**src/rtl/regfile_pkg.sv**
```systemverilog
// Shared types and helpers for the multi-port register file.
`timescale 1ns/1ps
package regfile_pkg;

  typedef enum logic {
    RF_INIT  = 1'b0,
    RF_READY = 1'b1
  } rf_state_e;

  // Address width for a given depth; never narrower than one bit.
  function automatic int calc_aw(input int depth);
    return (depth > 1) ? $clog2(depth) : 1;
  endfunction

endpackage

```
**src/rtl/regfile_clr_seq.sv**
```systemverilog
// Clear sequencer: zeroes one entry per cycle after reset or clear_req, then reports ready.
//   state    | meaning
//   RF_INIT  | clearing entry clr_cnt each edge; storage not yet usable
//   RF_READY | clear finished; reads and writes are live
`timescale 1ns/1ps
module regfile_clr_seq
  import regfile_pkg::*;
#(
  parameter int DEPTH = 32,
  parameter int AW    = calc_aw(DEPTH)
) (
  input  logic          clk,
  input  logic          rst,
  input  logic          clear_req,
  output logic          ready,
  output logic          clr_we,
  output logic [AW-1:0] clr_addr
);

  localparam logic [AW-1:0] LAST = AW'(DEPTH - 1);

  rf_state_e     state, state_nxt;
  logic [AW-1:0] clr_cnt, clr_cnt_nxt;

  always_ff @(posedge clk) begin
    if (rst) begin
      state   <= RF_INIT;
      clr_cnt <= '0;
    end else begin
      state   <= state_nxt;
      clr_cnt <= clr_cnt_nxt;
    end
  end

  // rst gates the outputs combinationally so nothing is live while it is held.
  always_comb begin
    state_nxt   = state;
    clr_cnt_nxt = clr_cnt;
    ready       = 1'b0;
    clr_we      = 1'b0;
    clr_addr    = clr_cnt;
    case (state)
      RF_INIT: begin
        clr_we      = !rst;
        clr_cnt_nxt = clr_cnt + AW'(1);
        if (clr_cnt == LAST) state_nxt = RF_READY;
      end
      RF_READY: begin
        ready = !rst;
        if (clear_req) begin
          state_nxt   = RF_INIT;
          clr_cnt_nxt = '0;
        end
      end
      default: state_nxt = RF_INIT;
    endcase
  end

endmodule

```
**src/rtl/regfile_mp.sv**
```systemverilog
// Parametrised multi-port register file with x0 hardwiring, write bypass and clear engine.
`timescale 1ns/1ps
module regfile_mp
  import regfile_pkg::*;
#(
  parameter int XLEN     = 32,
  parameter int DEPTH    = 32,
  parameter int NRD      = 2,
  parameter int NWR      = 1,
  parameter int ZERO_REG = 1,
  parameter int BYPASS   = 1,
  parameter int AW       = calc_aw(DEPTH)
) (
  input  logic                clk,
  input  logic                rst,
  input  logic                clear_req,
  output logic                ready,
  input  logic [NWR-1:0]      we,
  input  logic [NWR*AW-1:0]   waddr,
  input  logic [NWR*XLEN-1:0] wdata,
  input  logic [NRD*AW-1:0]   raddr,
  output logic [NRD*XLEN-1:0] rdata
);

  logic [XLEN-1:0] mem [DEPTH];
  logic            clr_we;
  logic [AW-1:0]   clr_addr;
  logic [NWR-1:0]  wen;

  regfile_clr_seq #(.DEPTH(DEPTH), .AW(AW)) u_clr_seq (
    .clk       (clk),
    .rst       (rst),
    .clear_req (clear_req),
    .ready     (ready),
    .clr_we    (clr_we),
    .clr_addr  (clr_addr)
  );

  // Effective user write enables: dropped outside READY, on a clear_req edge, and to x0.
  always_comb begin
    wen = '0;
    for (int p = 0; p < NWR; p++) begin
      wen[p] = we[p] && ready && !clear_req &&
               !((ZERO_REG != 0) && (waddr[p*AW +: AW] == '0));
    end
  end

  // Later ports overwrite earlier ones on an address collision.
  always_ff @(posedge clk) begin
    if (clr_we) begin
      mem[clr_addr] <= '0;
    end else begin
      for (int p = 0; p < NWR; p++) begin
        if (wen[p]) mem[waddr[p*AW +: AW]] <= wdata[p*XLEN +: XLEN];
      end
    end
  end

  for (genvar r = 0; r < NRD; r++) begin : g_rd
    logic [AW-1:0]   ra;
    logic [XLEN-1:0] rd;

    assign ra = raddr[r*AW +: AW];

    always_comb begin
      rd = mem[ra];
      if (BYPASS != 0) begin
        for (int p = 0; p < NWR; p++) begin
          if (wen[p] && (waddr[p*AW +: AW] == ra)) rd = wdata[p*XLEN +: XLEN];
        end
      end
      if (((ZERO_REG != 0) && (ra == '0)) || !ready) rd = '0;
    end

    assign rdata[r*XLEN +: XLEN] = rd;
  end

endmodule

```
**config.mk**
```make
export PLATFORM = sky130hd
export DESIGN_NAME = regfile_mp
export DESIGN_NICKNAME = d
export VERILOG_FILES = /design/src/rtl/regfile_pkg.sv /design/src/rtl/regfile_clr_seq.sv /design/src/rtl/regfile_mp.sv
export SDC_FILE = /design/constraint.sdc
export NUM_CORES = 1
export LEC_CHECK = 0
export CAP_MARGIN = 10
export CORE_UTILIZATION = 55
export CTS_CLUSTER_DIAMETER = 150
export CTS_CLUSTER_SIZE = 10
export DETAILED_ROUTE_END_ITERATION = 8
export PLACE_DENSITY = 0.72
export SETUP_SLACK_MARGIN = 0.4
export SLEW_MARGIN = 5
export SYNTH_ARGS = -nofsm -noshare
export SYNTH_HDL_FRONTEND = slang
export SYNTH_HIERARCHICAL = 1
export SYNTH_SLANG_ARGS = --single-unit
export TNS_END_PERCENT = 20
```
**constraint.sdc**
```tcl
create_clock -name clk -period 6.06 [get_ports clk]
set_input_delay 1.212 -clock clk [delete_from_list [all_inputs] [get_ports clk]]
set_output_delay 1.212 -clock clk [all_outputs]
set_load 0.005 [all_outputs]
```
==> run_results.csv, run 1 <==
group,metric,value,unit
detailed_routing,drt-wirelength-per-cell,40.4,um
global_routing,grt.busiest_layer,"met2",
pwr,total_leakage_power,15.5,nW
cts,cts_num_sinks,1030,
cts,cts_tree,"built",
floorplanning,dieWidth,300,um
min_path,hold_path.class,"reg2reg",
logic_synthesis,synth-seq-area-share,63.3,%
global_routing,gr-usage-met2,53.4,%
pwr,p_sw,3.29,mW
cts,clock_path_buffers,3,
floorplanning,placeableCoreArea,87300,um2
outcome,run_status,"finished clean",
sta,tightestPinTransition,1170,ps
placement,dp_slack,366,ps
cts,clock_tree.root_cell,"clkbuf_16",
sta,max-slew-margin-rel,21.8,%
logic_synthesis,ys_types,60,
critical_path,end_kind,"output port",
critical_path,timing.critical_path.required,4850,ps
cts,cts_repair_resize_count,1,
detailed_routing,detail_route.drc_violations,0,
critical_path,data_arrival_at_the_endpoint_of_the_critical_path,4430,ps
logic_synthesis,ys.warnings.count,6,
final_layout,fin_util,63.2,%
pwr,power.ir.vdd_worst,0.000256,V
sta,setup_ws,413,ps
global_routing,grt_pass1_vias,32200,
final_layout,area_used_by_multi_input_combinational_logic,17100,um2
floorplanning,top_level_ports,116,
sta,setup_tns,0,ps
global_routing,globalRouteOverflowTotal,0,
logic_synthesis,synthesis.area_per_instance,18.0,um2
sta,skew,13.0,ps
final_layout,area_delta_synth_final,13.2,%
placement,port-buffer-count,115,
sta,finalHoldViolCount,0,
logic_synthesis,yosys_register_bits,1030,
logic_synthesis,synth_flop_cell,"edfxtp_1",
pwr,p_int,11.5,mW
final_layout,nFillCells,5998,
pwr,p_clk_share,40.4,%
cts,cts_buffers,112,
detailed_routing,ant_nets,0,
floorplanning,die_area,89900,um2
cts,cts-htree-levels,3,
detailed_routing,drt_wl_total,162,mm
sta,final.period_utilization,93.2,%
critical_path,timing.setup.critical_path_class,"in2out",
global_routing,gr-usage-met1,50.5,%
detailed_routing,drtIter0Drc,5159,
critical_path,crit_fanout,23,
pwr,seq_power_share,52.7,%
logic_synthesis,netlist_instances,2708,
final_layout,final_cells,4025,
pwr,total_power,14.8,mW
placement,place_inst,3897,
placement,post-dp-hpwl,95.2,mm
logic_synthesis,synth_nets,2761,
logic_synthesis,synthArstFlopShare,0,%
final_layout,num_antenna_cells,0,
cts,cts-hold-fix-buffers,0,
final_layout,ff_latch_area,30900,um2
sta,timing.final.setup_violations,0,
floorplanning,std_cell_rows,108,
detailed_routing,drt_pass1_iterations,8,
cts,clk_pin_slew_worst_paths,60,ps
sta,clock.fmax,177,MHz
critical_path,critical_path.startpoint_type,"primary input",
pwr,power_frac_comb,6.8,%
sta,maxSlewViolCount,0,
detailed_routing,route.vias.total,31400,
final_layout,net_count_final,2909,
cts,insertion_delay,670,ps
detailed_routing,vias_per_cell,7.81,
logic_synthesis,synth.cell_area,48800,um2
pwr,power_density,268,nW/um2
sta,rsz0062_at_grt,"no",
pwr,sw_frac_of_total,22.3,%
final_layout,layout_cells_sized_above_1,27.4,%
global_routing,grt_usage,36.6,%
global_routing,grtUsageMet3,10.8,%
floorplanning,start_util,55.9,%
global_routing,antenna_found_initial,5,
cts,postCtsSetupBuffers,0,
floorplanning,fp.dieH,300,um
global_routing,pin_count_of_the_biggest_net_entering_global_routing,106,
flow_run,max-cap-violations,0,
placement,place_congestion,0.890,
logic_synthesis,synth-edff-count,1024,
sta,min_period,5650,ps
global_routing,grt_pass1_wl,230,mm
[layout make-up]
cell class / instances / area share, %
Clock buffer: 126 / 5.33
Clock inverter: 2 / 0.0453
Inverter: 3 / 0.0204
Multi-Input combinational cell: 1444 / 31.0
Sequential cell: 1030 / 55.9
Tap cell: 1155 / 2.62
Timing Repair Buffer: 265 / 5.05
[layout by cell type (no fill, tap or decap), types with 33 or more instances in the layout]
cell type / synthesis / final
buf_12: 0 / 41
a21oi_1: 85 / 83
nand2_1: 38 / 38
clkbuf_16: 0 / 116
clkdlybuf4s50_1: 0 / 106
mux2_2: 76 / 76
mux4_2: 365 / 365
edfxtp_1: 1024 / 1024
o21ai_0: 34 / 34
o21bai_1: 33 / 33
mux2i_1: 257 / 257
a221oi_1: 72 / 71
o22ai_1: 36 / 36
buf_4: 22 / 109
a211oi_1: 39 / 39
nor2_4: 0 / 33
a22oi_1: 120 / 120
[power groups by stage]
stage	clock network, mW	logic (mW)	registers, mW
2_1_floorplan	0	0.595	7.94
3_3_place_gp	0	0.973	7.94
3_5_place_dp	0	0.980	7.95
4_1_cts	5.97	0.984	7.80
5_1_grt	6.22	1.03	7.80
6_report	5.98	1.01	7.80
[critical path, stage by stage]
cell             delay (ps)
buf_4                   470
or2_2                   600
buf_4                   300
o22ai_1                 110
a211oi_1                220
nor3_1                   90
o32ai_1                 690
buf_4                   230
clkdlybuf4s50_1         490
[logic make-up (layout without fill, tap and decap cells)]
logic type	count (synthesis)	after routing	share of synthesized area, %
flip-flops	1030	1030	63.3
XOR/XNOR	10	10	0.180
AND/OR/NAND/NOR	186	186	1.87
buffers and inverters	234	396	2.32
adder cells (fa/ha/maj)	2	2	0.0513
AO/OA/AOI/OAI	548	548	8.38
multiplexers	698	698	23.9
[worst paths after layout]
kind                                       from  cells after the start                                 end  slack [ps]
max                                    raddr[3]                      9                            rdata[7]         410
min          u_clr_seq/clr_addr[3]$_SDFFE_PP0P_                      2  u_clr_seq/clr_addr[3]$_SDFFE_PP0P_         560
max reg2reg          u_clr_seq/state$_SDFF_PP0_                     10               mem[31][10]$_DFFE_PP_        2070
min reg2reg  u_clr_seq/clr_addr[3]$_SDFFE_PP0P_                      2  u_clr_seq/clr_addr[3]$_SDFFE_PP0P_         560
[metal layers]
| metal | vias to the layer above | wire (um) |
|---|---|---|
| met5 | - | 9 |
| met4 | 2 | 9380 |
| met3 | 614 | 25200 |
| met2 | 2827 | 71400 |
| met1 | 16100 | 56500 |
| li1 | 11900 | - |
[synthesized netlist by cell type, drive strengths merged (36+ instances only)]
library cell | instances | area (um2)
a211oi | 40 | 305
mux2i | 257 | 2570
buf | 136 | 764
mux2 | 76 | 856
o21ai | 36 | 184
clkbuf | 95 | 358
nand2 | 38 | 143
a22oi | 120 | 901
a221oi | 72 | 631
edfxtp | 1024 | 30700
a21oi | 87 | 443
o22ai | 36 | 225
mux4 | 365 | 8220
nor2 | 59 | 221
[state kept, by name, indices dropped and copies added (netlist names)]
| name | count |
|---|---|
| mem | 1024 |
| u_clr_seq/clr_addr | 5 |
| u_clr_seq/state | 1 |
[stage by stage]
step                      area (um2)  hold WS (ps)
final                          55200           560
after global routing           55200           575
after CTS                      55200           552
after detailed placement       52200           546
after global placement         52200           525
after floorplan                48800           477
Power figures use the tool's default switching activity.
==> inputs of run 2 (changes only) <==
--- a/config.mk
+++ b/config.mk
@@ -6,11 +6,12 @@
 export NUM_CORES = 1
 export LEC_CHECK = 0
 export CAP_MARGIN = 10
+export CORE_MARGIN = 4
 export CORE_UTILIZATION = 55
 export CTS_CLUSTER_DIAMETER = 150
 export CTS_CLUSTER_SIZE = 10
 export DETAILED_ROUTE_END_ITERATION = 8
-export PLACE_DENSITY = 0.72
+export PLACE_DENSITY_LB_ADDON = 0.05
 export SETUP_SLACK_MARGIN = 0.4
 export SLEW_MARGIN = 5
 export SYNTH_ARGS = -nofsm -noshare
==> run_results.csv, run 2 (synthesis results as in run 1) <==
group,metric,value,unit
detailed_routing,drt-wirelength-per-cell,42.0,um
min_path,min_path_cells,2,
critical_path,worst_path_most_repeated_cell,"clkdlybuf4s50_1",
critical_path,critical_path.startpoint_type,"primary input",
cts,insertion_delay,690,ps
critical_path,data_arrival_at_the_endpoint_of_the_critical_path,4490,ps
placement,place_congestion,0.907,
detailed_routing,vias_per_cell,7.78,
critical_path,critical_path.reg2reg.startpoint,"u_clr_seq/state$_SDFF_PP0_",
min_path,whs_endpoint,"u_clr_seq/clr_addr[3]$_SDFFE_PP0P_",
floorplanning,start_util,55.9,%
flow_run,max-cap-violations,0,
outcome,run_status,"finished clean",
global_routing,grt_pass1_wl,238,mm
detailed_routing,ant_nets,0,
critical_path,end_kind,"output port",
sta,maxSlewViolCount,0,
floorplanning,die_area,93500,um2
sta,clock.fmax,175,MHz
sta,min_period,5700,ps
sta,tightestPinTransition,1290,ps
sta,setup_tns,0,ps
sta,skew,22.8,ps
global_routing,grt_pass1_vias,31700,
placement,post-dp-hpwl,103,mm
critical_path,critical_path.cell_chain,"clkdlybuf4s50_1 > nor3_2 > a21o_1 > o311ai_4 > buf_12 > a221oi_1 > a31o_1 > clkdlybuf4s50_1",
pwr,total_leakage_power,15.5,nW
critical_path,crit_path_top_delay_cell,"a221oi_1",
sta,timing.final.setup_violations,0,
cts,cts_num_sinks,1030,
critical_path,timing.critical_path.required,4850,ps
detailed_routing,detail_route.drc_violations,0,
final_layout,regMostFlops,"mem",
final_layout,net_count_final,2914,
final_layout,layout_cells_sized_above_1,27.5,%
detailed_routing,route.vias.total,31400,
critical_path,timing.setup.critical_path_class,"in2out",
min_path,worst_hold_startpoint,"u_clr_seq/clr_addr[3]$_SDFFE_PP0P_",
critical_path,crit_fanout,32,
final_layout,layout.cells.most_common,"edfxtp_1",
final_layout,largest_reg_flops,1024,
detailed_routing,drtIter0Drc,4709,
sta,finalHoldViolCount,0,
floorplanning,dieWidth,306,um
final_layout,area_delta_synth_final,13.5,%
global_routing,antenna_found_initial,5,
global_routing,globalRouteOverflowTotal,0,
critical_path,rrSetupSlack,2120,ps
placement,port-buffer-count,115,
pwr,power.ir.vdd_worst,0.000238,V
cts,postCtsSetupBuffers,0,
cts,clock_path_buffers,3,
critical_path,critical_path.reg2reg.endpoint,"mem[1][26]$_DFFE_PP_",
detailed_routing,drt_wl_total,169,mm
floorplanning,placeableCoreArea,87300,um2
global_routing,pin_count_of_the_biggest_net_entering_global_routing,109,
final_layout,nFillCells,6161,
sta,rsz0062_at_grt,"yes",
min_path,hold_path.class,"reg2reg",
cts,cts_buffers,112,
cts,cts-htree-levels,3,
sta,max-slew-margin-rel,14.0,%
pwr,total_power,14.9,mW
final_layout,layout_common_cells,"edfxtp_1, mux4_2, mux2i_1, a22oi_1, clkbuf_16",
floorplanning,top_level_ports,116,
detailed_routing,drt_pass1_iterations,6,
cts,cts_tree,"built",
critical_path,worst_r2r_path_depth,9,
floorplanning,fp.dieH,306,um
cts,clk_pin_slew_worst_paths,60,ps
pwr,power_density,269,nW/um2
critical_path,cp_slowest_stage_delay,740,ps
sta,final.period_utilization,94.0,%
sta,whs,547,ps
cts,clock_tree.root_cell,"clkbuf_16",
floorplanning,std_cell_rows,108,
global_routing,grt_usage,36.0,%
==> run 2: worst max-delay path, delay by kind of cell <==
kind / cells / cell delay [ps]
AO/OA/AOI/OAI: 4 / 1450
buffers and inverters: 3 / 1290
AND/OR/NAND/NOR: 1 / 490
==> run 2: worst max-delay path by stage <==
stage / from / end / slack [ps]
floorplan: rst / mem[22][0]$_DFFE_PP_ / 650
global placement: waddr[0] / rdata[25] / 250
detailed placement: waddr[0] / rdata[25] / 200
CTS: waddr[0] / rdata[25] / 430
global route: waddr[0] / rdata[26] / 400
finish: waddr[0] / rdata[26] / 360
==> run 2: final cells by class <==
type	instances	area, um2	share of cell area (%)
Antenna cell	1	2.50	0.00452
Clock buffer	129	2970	5.37
Clock inverter	1	20.0	0.0362
Inverter	3	11.3	0.0203
Multi-Input combinational cell	1444	17100	31.0
Sequential cell	1030	30900	55.8
Tap cell	1155	1450	2.61
Timing Repair Buffer	270	2890	5.22
==> run 2: stage by stage <==
| stage | cell area, um2 | util (%) | setup WS [ps] | instances |
|---|---|---|---|---|
| detailed placement | 52300 | 60.0 | 196 | 3902 |
| finish | 55300 | 63.4 | 361 | 4033 |
| global route | 55300 | 63.4 | 398 | 4032 |
| CTS | 55300 | 63.4 | 427 | 4032 |
| global placement | 52300 | 60.0 | 250 | 3902 |
| floorplan | 48800 | - | 649 | 2708 |
==> run 2: what timing repair did <==
action / CTS / global route
setup endpoints to repair: 2 / 2
gates cloned: 0 / 0
resized for setup: 1 / 1
hold buffers: 0 / 0
==> run 2: per-layer routing <==
| layer | up-vias | GRT usage, % | share of wire [%] |
|---|---|---|---|
| met5 | - | 0 | 0 |
| met2 | 2424 | 53.7 | 45 |
| met1 | 16500 | 50.0 | 36 |
| met4 | 0 | 16.1 | 5.5 |
| met3 | 551 | 10.5 | 14 |
| li1 | 11900 | - | - |
==> run 2: power by group <==
group	switching, mW	leakage (nW)	internal, mW
sequential	0.0249	7.60	7.77
clock	2.64	1.47	3.38
combinational	0.691	6.44	0.381
total	3.35	15.5	11.5
